<file path="config.mk">
export PLATFORM = sky130hd
export DESIGN_NAME = mem_port_arbiter
export DESIGN_NICKNAME = d
export VERILOG_FILES = /design/src/rtl/mem_arb_pkg.sv /design/src/rtl/mem_arb_pick.sv /design/src/rtl/mem_port_arbiter.sv
export SDC_FILE = /design/constraint.sdc
export NUM_CORES = 1
export LEC_CHECK = 0
export BUFFER_PORTS_ARGS = -buffer_cell sky130_fd_sc_hd__clkbuf_2
export CAP_MARGIN = 40
export CORE_MARGIN = 4
export CORE_UTILIZATION = 38
export DETAILED_ROUTE_END_ITERATION = 10
export PLACE_DENSITY = 0.76
export SYNTH_ARGS = -nofsm -noshare
export SYNTH_HDL_FRONTEND = slang
export SYNTH_SLANG_ARGS = --single-unit
</file>
<file path="constraint.sdc">
create_clock -name clk -period 3.8 [get_ports clk]
set_input_delay 0.38 -clock clk [delete_from_list [all_inputs] [get_ports clk]]
set_output_delay 0.38 -clock clk [all_outputs]
set_load 0.1 [all_outputs]
</file>
<file path="src/rtl/mem_arb_pkg.sv">
// Shared types and constants for the unified-memory port arbiter.
// State encoding, port indices and latency counter width.
package mem_arb_pkg;

  typedef enum logic [1:0] {
    IDLE,
    ISSUE,
    WAIT,
    RESP
  } state_e;

  localparam int NPORT    = 3;
  localparam int PORT_D   = 0;
  localparam int PORT_I   = 1;
  localparam int PORT_DBG = 2;
  localparam int CNT_W    = 4;

endpackage

</file>
<file path="src/rtl/mem_arb_pick.sv">
// Winner select: debug has strict priority, data vs fetch alternate.
// rr_last_i high means the fetch port won the last CPU-side grant.
module mem_arb_pick
  import mem_arb_pkg::*;
(
  input  logic             d_req_i,
  input  logic             i_req_i,
  input  logic             dbg_req_i,
  input  logic             rr_last_i,
  output logic [NPORT-1:0] win_o
);

  always_comb begin
    win_o = '0;
    unique case (1'b1)
      dbg_req_i:
        win_o[PORT_DBG] = 1'b1;
      !dbg_req_i && d_req_i && (!i_req_i || rr_last_i):
        win_o[PORT_D] = 1'b1;
      !dbg_req_i && i_req_i && (!d_req_i || !rr_last_i):
        win_o[PORT_I] = 1'b1;
      default: ;
    endcase
  end

endmodule

</file>
<file path="src/rtl/mem_port_arbiter.sv">
// Three-port front end for one single-port memory macro.
// IDLE/ISSUE/WAIT/RESP sequencer with registered memory strobes.
module mem_port_arbiter
  import mem_arb_pkg::*;
#(
  parameter int AW         = 32,
  parameter int DW         = 32,
  parameter int RD_LATENCY = 1
) (
  input  logic            clk,
  input  logic            reset,
  input  logic            d_req,
  input  logic [AW-1:0]   d_addr,
  input  logic [DW-1:0]   d_wdata,
  input  logic [DW/8-1:0] d_we,
  output logic            d_gnt,
  output logic            d_rvalid,
  input  logic            i_req,
  input  logic [AW-1:0]   i_addr,
  output logic            i_gnt,
  output logic            i_rvalid,
  input  logic            dbg_req,
  input  logic [AW-1:0]   dbg_addr,
  input  logic [DW-1:0]   dbg_wdata,
  input  logic [DW/8-1:0] dbg_we,
  output logic            dbg_gnt,
  output logic            dbg_rvalid,
  output logic [DW-1:0]   rdata,
  output logic            mem_en,
  output logic [AW-1:0]   mem_addr,
  output logic [DW-1:0]   mem_wdata,
  output logic [DW/8-1:0] mem_we,
  input  logic [DW-1:0]   mem_rdata,
  output logic            busy
);

  state_e            state_q, state_d;
  logic [NPORT-1:0]  win;
  logic [1:0]        port_q, port_d;
  logic              rr_q, rr_d;
  logic [CNT_W-1:0]  cnt_q, cnt_d;
  logic              en_q, en_d;
  logic [AW-1:0]     addr_q, addr_d;
  logic [DW-1:0]     wdata_q, wdata_d;
  logic [DW/8-1:0]   we_q, we_d;
  logic [NPORT-1:0]  gnt_q, gnt_d;
  logic [NPORT-1:0]  rv_q, rv_d;
  logic [DW-1:0]     rdata_q, rdata_d;

  mem_arb_pick u_pick (
    .d_req_i   (d_req),
    .i_req_i   (i_req),
    .dbg_req_i (dbg_req),
    .rr_last_i (rr_q),
    .win_o     (win)
  );

  always_ff @(posedge clk or posedge reset) begin
    if (reset) state_q <= IDLE;
    else       state_q <= state_d;
  end

  always_comb begin
    state_d = state_q;
    unique case (state_q)
      IDLE:  if (|win) state_d = ISSUE;
      ISSUE: state_d = (|we_q) ? IDLE : WAIT;
      WAIT:  if (cnt_q == '0) state_d = RESP;
      RESP:  state_d = IDLE;
    endcase
  end

  always_comb begin
    en_d    = 1'b0;
    gnt_d   = '0;
    we_d    = '0;
    rv_d    = '0;
    addr_d  = addr_q;
    wdata_d = wdata_q;
    port_d  = port_q;
    rr_d    = rr_q;
    cnt_d   = cnt_q;
    rdata_d = rdata_q;
    unique case (state_q)
      IDLE: begin
        if (|win) begin
          en_d  = 1'b1;
          gnt_d = win;
          unique case (1'b1)
            win[PORT_DBG]: begin
              port_d  = 2'(PORT_DBG);
              addr_d  = dbg_addr;
              wdata_d = dbg_wdata;
              we_d    = dbg_we;
            end
            win[PORT_D]: begin
              port_d  = 2'(PORT_D);
              addr_d  = d_addr;
              wdata_d = d_wdata;
              we_d    = d_we;
              rr_d    = 1'b0;
            end
            win[PORT_I]: begin
              port_d  = 2'(PORT_I);
              addr_d  = i_addr;
              rr_d    = 1'b1;
            end
            default: ;
          endcase
        end
      end
      ISSUE: cnt_d = CNT_W'(RD_LATENCY - 1);
      WAIT: begin
        if (cnt_q == '0) begin
          rv_d    = NPORT'(1) << port_q;
          rdata_d = mem_rdata;
        end else begin
          cnt_d = cnt_q - 1'b1;
        end
      end
      RESP: ;
    endcase
  end

  always_ff @(posedge clk or posedge reset) begin
    if (reset) begin
      port_q  <= '0;
      rr_q    <= 1'b1;
      cnt_q   <= '0;
      en_q    <= 1'b0;
      addr_q  <= '0;
      wdata_q <= '0;
      we_q    <= '0;
      gnt_q   <= '0;
      rv_q    <= '0;
      rdata_q <= '0;
    end else begin
      port_q  <= port_d;
      rr_q    <= rr_d;
      cnt_q   <= cnt_d;
      en_q    <= en_d;
      addr_q  <= addr_d;
      wdata_q <= wdata_d;
      we_q    <= we_d;
      gnt_q   <= gnt_d;
      rv_q    <= rv_d;
      rdata_q <= rdata_d;
    end
  end

  assign mem_en     = en_q;
  assign mem_addr   = addr_q;
  assign mem_wdata  = wdata_q;
  assign mem_we     = we_q;
  assign d_gnt      = gnt_q[PORT_D];
  assign i_gnt      = gnt_q[PORT_I];
  assign dbg_gnt    = gnt_q[PORT_DBG];
  assign d_rvalid   = rv_q[PORT_D];
  assign i_rvalid   = rv_q[PORT_I];
  assign dbg_rvalid = rv_q[PORT_DBG];
  assign rdata      = rdata_q;
  assign busy       = (state_q != IDLE);

endmodule

</file>
==> impl_metrics.py, run 1 <==
metrics = {
    "finish": {
        "drive_gt1_share_pct": 50.7,
        "final_common_cell": "clkbuf_2",
        "area_growth_pct": 39.6,
        "antenna_cells": 0,
        "finalNetCount": 991,
        "final_cell_mix": "clkbuf_2 (312), dfrtp_1 (115), a32oi_1 (44)",
    },
    "worst_setup_path": {
        "path_class": "reg2out",
        "worstPathRequired_ns": 3.42,
        "slowest_delay_ns": 0.70,
        "end_kind": "output port",
        "path_cells": "nor2_4 > inv_1 > clkbuf_2",
        "arrival_ns": 2.33,
        "worstPathMaxFanout": 28,
        "slowest_stage": "dfrtp_1",
        "cp-start-kind": "flop",
    },
    "synth": {
        "mappedNetlistNets": 709,
        "yosysUniqueCellTypes": 43,
        "netlist_area_mm2": 0.00577,
        "ys_seq_area_share_pct": 50.3,
        "async_reset_ff_share_pct": 100,
        "syn_inst": 503,
        "synth-seq-cells": 116,
        "synth_edf_count": 0,
        "synth_top_flop_cell": "dfrtp_1",
        "ys_warn_count": 0,
        "avgSynthCellArea_um2": 11.5,
    },
    "clock_network": {
        "numClockSinks": 116,
        "h-tree-depth": 4,
        "cts_tree": "yes",
        "post_cts_resized": 0,
        "insertion_delay_ns": 0.41,
        "cts_setup_buffers": 0,
        "ctsHoldBuffers": 0,
        "cts_root_buf": "clkbuf_16",
        "cts_made_buffers": 17,
        "clock_path_buffers": 2,
        "clk_pin_slew_ns": 0.05,
    },
    "detailed_routing": {
        "wl_met3_um": 1460,
        "viasPerCell": 5.66,
        "ant_nets": 0,
        "wl_met2_um": 9500,
        "drc": 0,
        "drt-total-wl_um": 19100,
        "wl_per_cell_um": 19.5,
        "top_layer": "met4",
        "m1WireLength_um": 7730,
        "drtPass1Iterations": 4,
        "vias": 5541,
        "drt_iter0_drc": 255,
    },
    "global_route": {
        "grt_pass1_wl_um": 30300,
        "grt_pass1_vias": 5790,
        "grt_overflow": 0,
        "antenna_found_initial": 0,
        "track_usage_pct": 21.6,
        "grt_max_degree": 63,
    },
    "die": {
        "coreArea_mm2": 0.0147,
        "dieArea_mm2": 0.0172,
        "die_w_um": 131,
        "start_util_pct": 39.2,
        "num_rows": 44,
        "dieHeight_um": 131,
        "io_pins": 313,
    },
    "sta": {
        "setup-violations-final": 0,
        "hold_viol": 0,
        "slew_headroom_pct": 41.8,
        "finClkSkew_ns": 0.00562,
        "fmax_ghz": 0.369,
        "rsz0062_at_grt": "false",
        "worst_slew_pin_slew_ns": 0.872,
        "report.final.slew_viol_count": 0,
        "period_share_pct": 71.2,
        "setup_tns_ns": 0,
        "period_needed_ns": 2.71,
    },
    "placed_design": {
        "hpwl_um": 13800,
        "gp_congestion": 0.807,
        "portBuffers": 312,
    },
    "outcome": {
        "status": "completed",
    },
    "job": {
        "max_cap_violations": 0,
    },
    "hold_path": {
        "min_path_type": "in2async",
    },
}
==> area by class of cell <==
class / instances / area [um2]
clock inverters: 10 / 205
flip-flops and latches: 116 / 2900
multi-input cells: 308 / 2510
well taps: 184 / 230
fillers: 1288 / 6640
repair buffers: 325 / 1680
inverters: 17 / 66.3
clock buffers: 19 / 453
==> cell families (layout without fill, tap and decap cells) <==
| family | count (synthesis) | in the layout | share of synthesized area, % |
|---|---|---|---|
| flip-flops | 116 | 116 | 50.3 |
| buffers and inverters | 79 | 371 | 6.53 |
| multiplexers | 32 | 32 | 7.55 |
| AO/OA/AOI/OAI | 161 | 161 | 22.3 |
| adder cells (fa/ha/maj) | 1 | 1 | 0.217 |
| AND/OR/NAND/NOR | 114 | 114 | 13.0 |
==> per-stage QoR <==
stage / cells / area [um2] / util, % / hold WS (ns) / setup WS, ns
global route: 979 / 8060 / 54.8 / 0.122 / 1.02
global placement: 948 / 7370 / 50.2 / 0.475 / 1.43
CTS: 979 / 8060 / 54.8 / 0.0957 / 1.11
floorplan: 503 / 5770 / - / 0.437 / 0.349
detailed placement: 950 / 7400 / 50.3 / 0.492 / 1.34
finish: 979 / 8060 / 54.8 / 0.0777 / 1.09
==> registers in the layout, summed over array words and instances (netlist names), named ones only <==
signal     flops
cnt_q          4
gnt_q          3
mem_addr      32
mem_en         1
mem_wdata     32
mem_we         4
port_q         2
rdata         32
rr_q           1
rv_q           3
state_q        1
==> cells in the mapped netlist, types with 2 or more instances <==
library cell    n  area [um2]
a21oi_1        38         190
buf_6           5        56.3
o21ai_0         3        15.0
a31oi_1         2        12.5
or4b_2          2        20.0
nor2_1          4        15.0
mux2_4         20         300
nor4_1         13        81.3
nand2_1         7        26.3
o221ai_1       32         280
o211ai_1        2        15.0
and3_1         21         131
inv_1          17        63.8
a221o_1        20         200
buf_2          25         125
nand4b_1        5        43.8
o311a_1        12         120
o311ai_0        2        17.5
or2_0           6        37.5
nand2b_1        5        31.3
nor3_1          5        25.0
buf_4           3        22.5
or4_1          32         240
clkbuf_1       28         105
dfrtp_1       115        2880
a32oi_1        44         385
and2_1          2        12.5
mux2_2         12         135
or2_2           6        37.5
nor3b_1         2        15.0
==> worst max-delay path, delay by kind of cell (launching register included) <==
| family | cells | cell delay (ns) |
|---|---|---|
| buf+inv | 2 | 0.58 |
| flops | 1 | 0.70 |
| simple gates | 1 | 0.63 |
==> layer usage <==
metal | global-route usage (%) | up-vias
met2 | 37.4 | 268
met5 | 0 | -
met3 | 7.07 | 31
met4 | 7.06 | 0
met1 | 25.5 | 2659
li1 | - | 2583
==> worst paths after layout <==
check                                                 end  cells past startpoint                  start  slack, ns
worst max-delay path                                 busy                      3                   flop       1.09
worst min-delay path            mem_wdata[15]$_DFFE_PP0P_                      2                  reset       0.08
worst max register to register   mem_addr[27]$_DFFE_PP0P_                      6                   flop       1.26
worst min register to register          rv_q[0]$_DFF_PP0_                      1  port_q[0]$_DFFE_PP0P_       0.49
max in group asynchronous        mem_addr[15]$_DFFE_PP0P_                      3                  reset       2.93
min in group clk                      mem_we[1]$_DFF_PP0_                      3              dbg_we[1]       0.20
Power of run 1 is not shown: default switching activity piles up to over one toggle a cycle in this logic, so the estimate is an artifact.
==> run 2: changes to the inputs <==
Settings changed: PLACE_DENSITY 0.76 to 0.79.
Clock period 3.8 ns to 2.41 ns, I/O delays scaled along.
==> run 2 against run 1 <==
  * Register-to-register slack worse by 0.85 ns
  * Final area down 0.19%
  * Clock-buffer cell count increased by 1
  * Cell count is 1.0% higher
  * Sequential share of layout area up 0.067 points
  * Critical path depth rose by 2
  * Worst hold slack lost 0.020 ns
  * First-iteration DRC count grew 6.3%
  * Setup slack worse by 0.71 ns
  * Die area unchanged
  * Core utilization down 0.10 points
  * Wire length increased by 3.9%
==> impl_metrics.py, run 2 (same netlist as run 1, synthesis figures left out) <==
metrics = {
    "die": {
        "start_util_pct": 39.2,
        "num_rows": 44,
        "dieArea_mm2": 0.0172,
        "die_w_um": 131,
        "io_pins": 313,
        "coreArea_mm2": 0.0147,
        "dieHeight_um": 131,
    },
    "clock_network": {
        "h-tree-depth": 4,
        "post_cts_resized": 0,
        "insertion_delay_ns": 0.41,
        "cts_made_buffers": 17,
        "clock_path_buffers": 2,
        "clk_pin_slew_ns": 0.06,
        "cts_tree": "yes",
        "numClockSinks": 116,
        "cts_root_buf": "clkbuf_16",
    },
    "sta": {
        "worst_slew_pin_slew_ns": 0.993,
        "period_share_pct": 84.0,
        "finClkSkew_ns": 0.00821,
        "report.final.slew_viol_count": 0,
        "rsz0062_at_grt": "false",
        "slew_headroom_pct": 33.8,
        "setup-violations-final": 0,
        "hold_viol": 0,
        "period_needed_ns": 2.02,
        "fmax_ghz": 0.494,
        "setup_tns_ns": 0,
    },
    "detailed_routing": {
        "wl_per_cell_um": 20.0,
        "drt_iter0_drc": 271,
        "drtPass1Iterations": 4,
        "vias": 5653,
        "viasPerCell": 5.72,
        "drc": 0,
        "drt-total-wl_um": 19800,
        "ant_nets": 0,
    },
    "worst_setup_path": {
        "path_class": "reg2out",
        "reg2reg_from": "cnt_q[0]$_DFFE_PP0P_",
        "cp-start-kind": "flop",
        "end_kind": "output port",
        "r2r_setup_slack_ns": 0.41,
        "worstPathRequired_ns": 2.17,
        "arrival_ns": 1.78,
        "reg2reg_to": "rdata[30]$_DFFE_PP0P_",
        "worstPathMaxFanout": 27,
        "reg2reg_depth": 6,
    },
    "finish": {
        "drive_gt1_share_pct": 50.9,
        "finalInstanceArea_mm2": 0.00804,
        "finalNetCount": 998,
        "final_cell_mix": "clkbuf_2 (310), dfrtp_1 (115), a32oi_1 (44)",
        "final_common_cell": "clkbuf_2",
        "multiInputGateArea_mm2": 0.00251,
        "antenna_cells": 0,
        "area_growth_pct": 39.4,
        "seq_area_mm2": 0.00290,
        "fill_cells": 1313,
    },
    "global_route": {
        "antenna_found_initial": 0,
        "track_usage_pct": 22.7,
        "grt_max_degree": 68,
        "grt_pass1_wl_um": 31600,
        "grt_pass1_vias": 5882,
        "grt_overflow": 0,
    },
    "hold_path": {
        "min-delay-start": "d_wdata[12]",
        "holdPathEnd": "mem_wdata[12]$_DFFE_PP0P_",
        "holdPathStages": 2,
        "min_path_type": "in2reg",
    },
    "outcome": {
        "status": "completed",
    },
    "job": {
        "max_cap_violations": 0,
    },
    "placed_design": {
        "gp_congestion": 0.843,
        "portBuffers": 312,
        "placed_area_mm2": 0.00748,
        "hpwl_um": 14000,
    },
}
-- run 2: cell count changes in the layout (fill, tap and decap cells not counted), moves of 3 or more --
cell and delta:
buf_4 +5, buf_12 +4, bufinv_16 -5, clkinvlp_4 +3
-- run 2: cell type report --
class                           instances  area share, %
Clock buffer                           20           5.55
Clock inverter                         12           1.32
Inverter                               17          0.840
Multi-Input combinational cell        308           31.2
Sequential cell                       116           36.1
Tap cell                              184           2.86
Timing Repair Buffer                  332           22.1
-- run 2: what timing repair did --
item	CTS	global route
hold endpoints to repair	27	0
hold buffers	1	0
setup buffers	0	0
-- run 2: worst max-delay path by stage --
stage | start | to | slack [ns]
after floorplan | state_q[0]$_DFFE_PP0P_ | port_q[1]$_DFFE_PP0P_ | 0.45
after global placement | cnt_q[0]$_DFFE_PP0P_ | rdata[4]$_DFFE_PP0P_ | 0.49
after detailed placement | cnt_q[0]$_DFFE_PP0P_ | rdata[30]$_DFFE_PP0P_ | 0.42
after CTS | flop | busy | 0.36
after global routing | flop | busy | 0.27
final | flop | busy | 0.39
-- run 2: critical path, stage by stage, from the launching register on --
cell and delay, ns:
dfrtp_1 0.35, buf_4 0.30, nor2_4 0.09, inv_1 0.10
buf_4 0.31, buf_12 0.22
-- run 2: metrics by stage --
step,worst slack (ns),cells,hold WS (ns),util (%)
after floorplan,0.447,503,0.380,-
after global placement,0.490,956,0.371,50.9
after detailed placement,0.418,956,0.381,50.9
after CTS,0.360,989,0.0415,54.7
after global routing,0.271,989,0.0385,54.7
final,0.387,989,0.0573,54.7
-- run 2: routing by layer --
layer | share of wire [%] | vias to the layer above | GRT usage, %
met3 | 7.9 | 33 | 7.22
li1 | - | 2603 | -
met2 | 51 | 247 | 38.8
met4 | 2.3 | 0 | 8.75
met5 | 0 | - | 0
met1 | 39 | 2770 | 26.9
Power of run 2 is left out for the same reason.
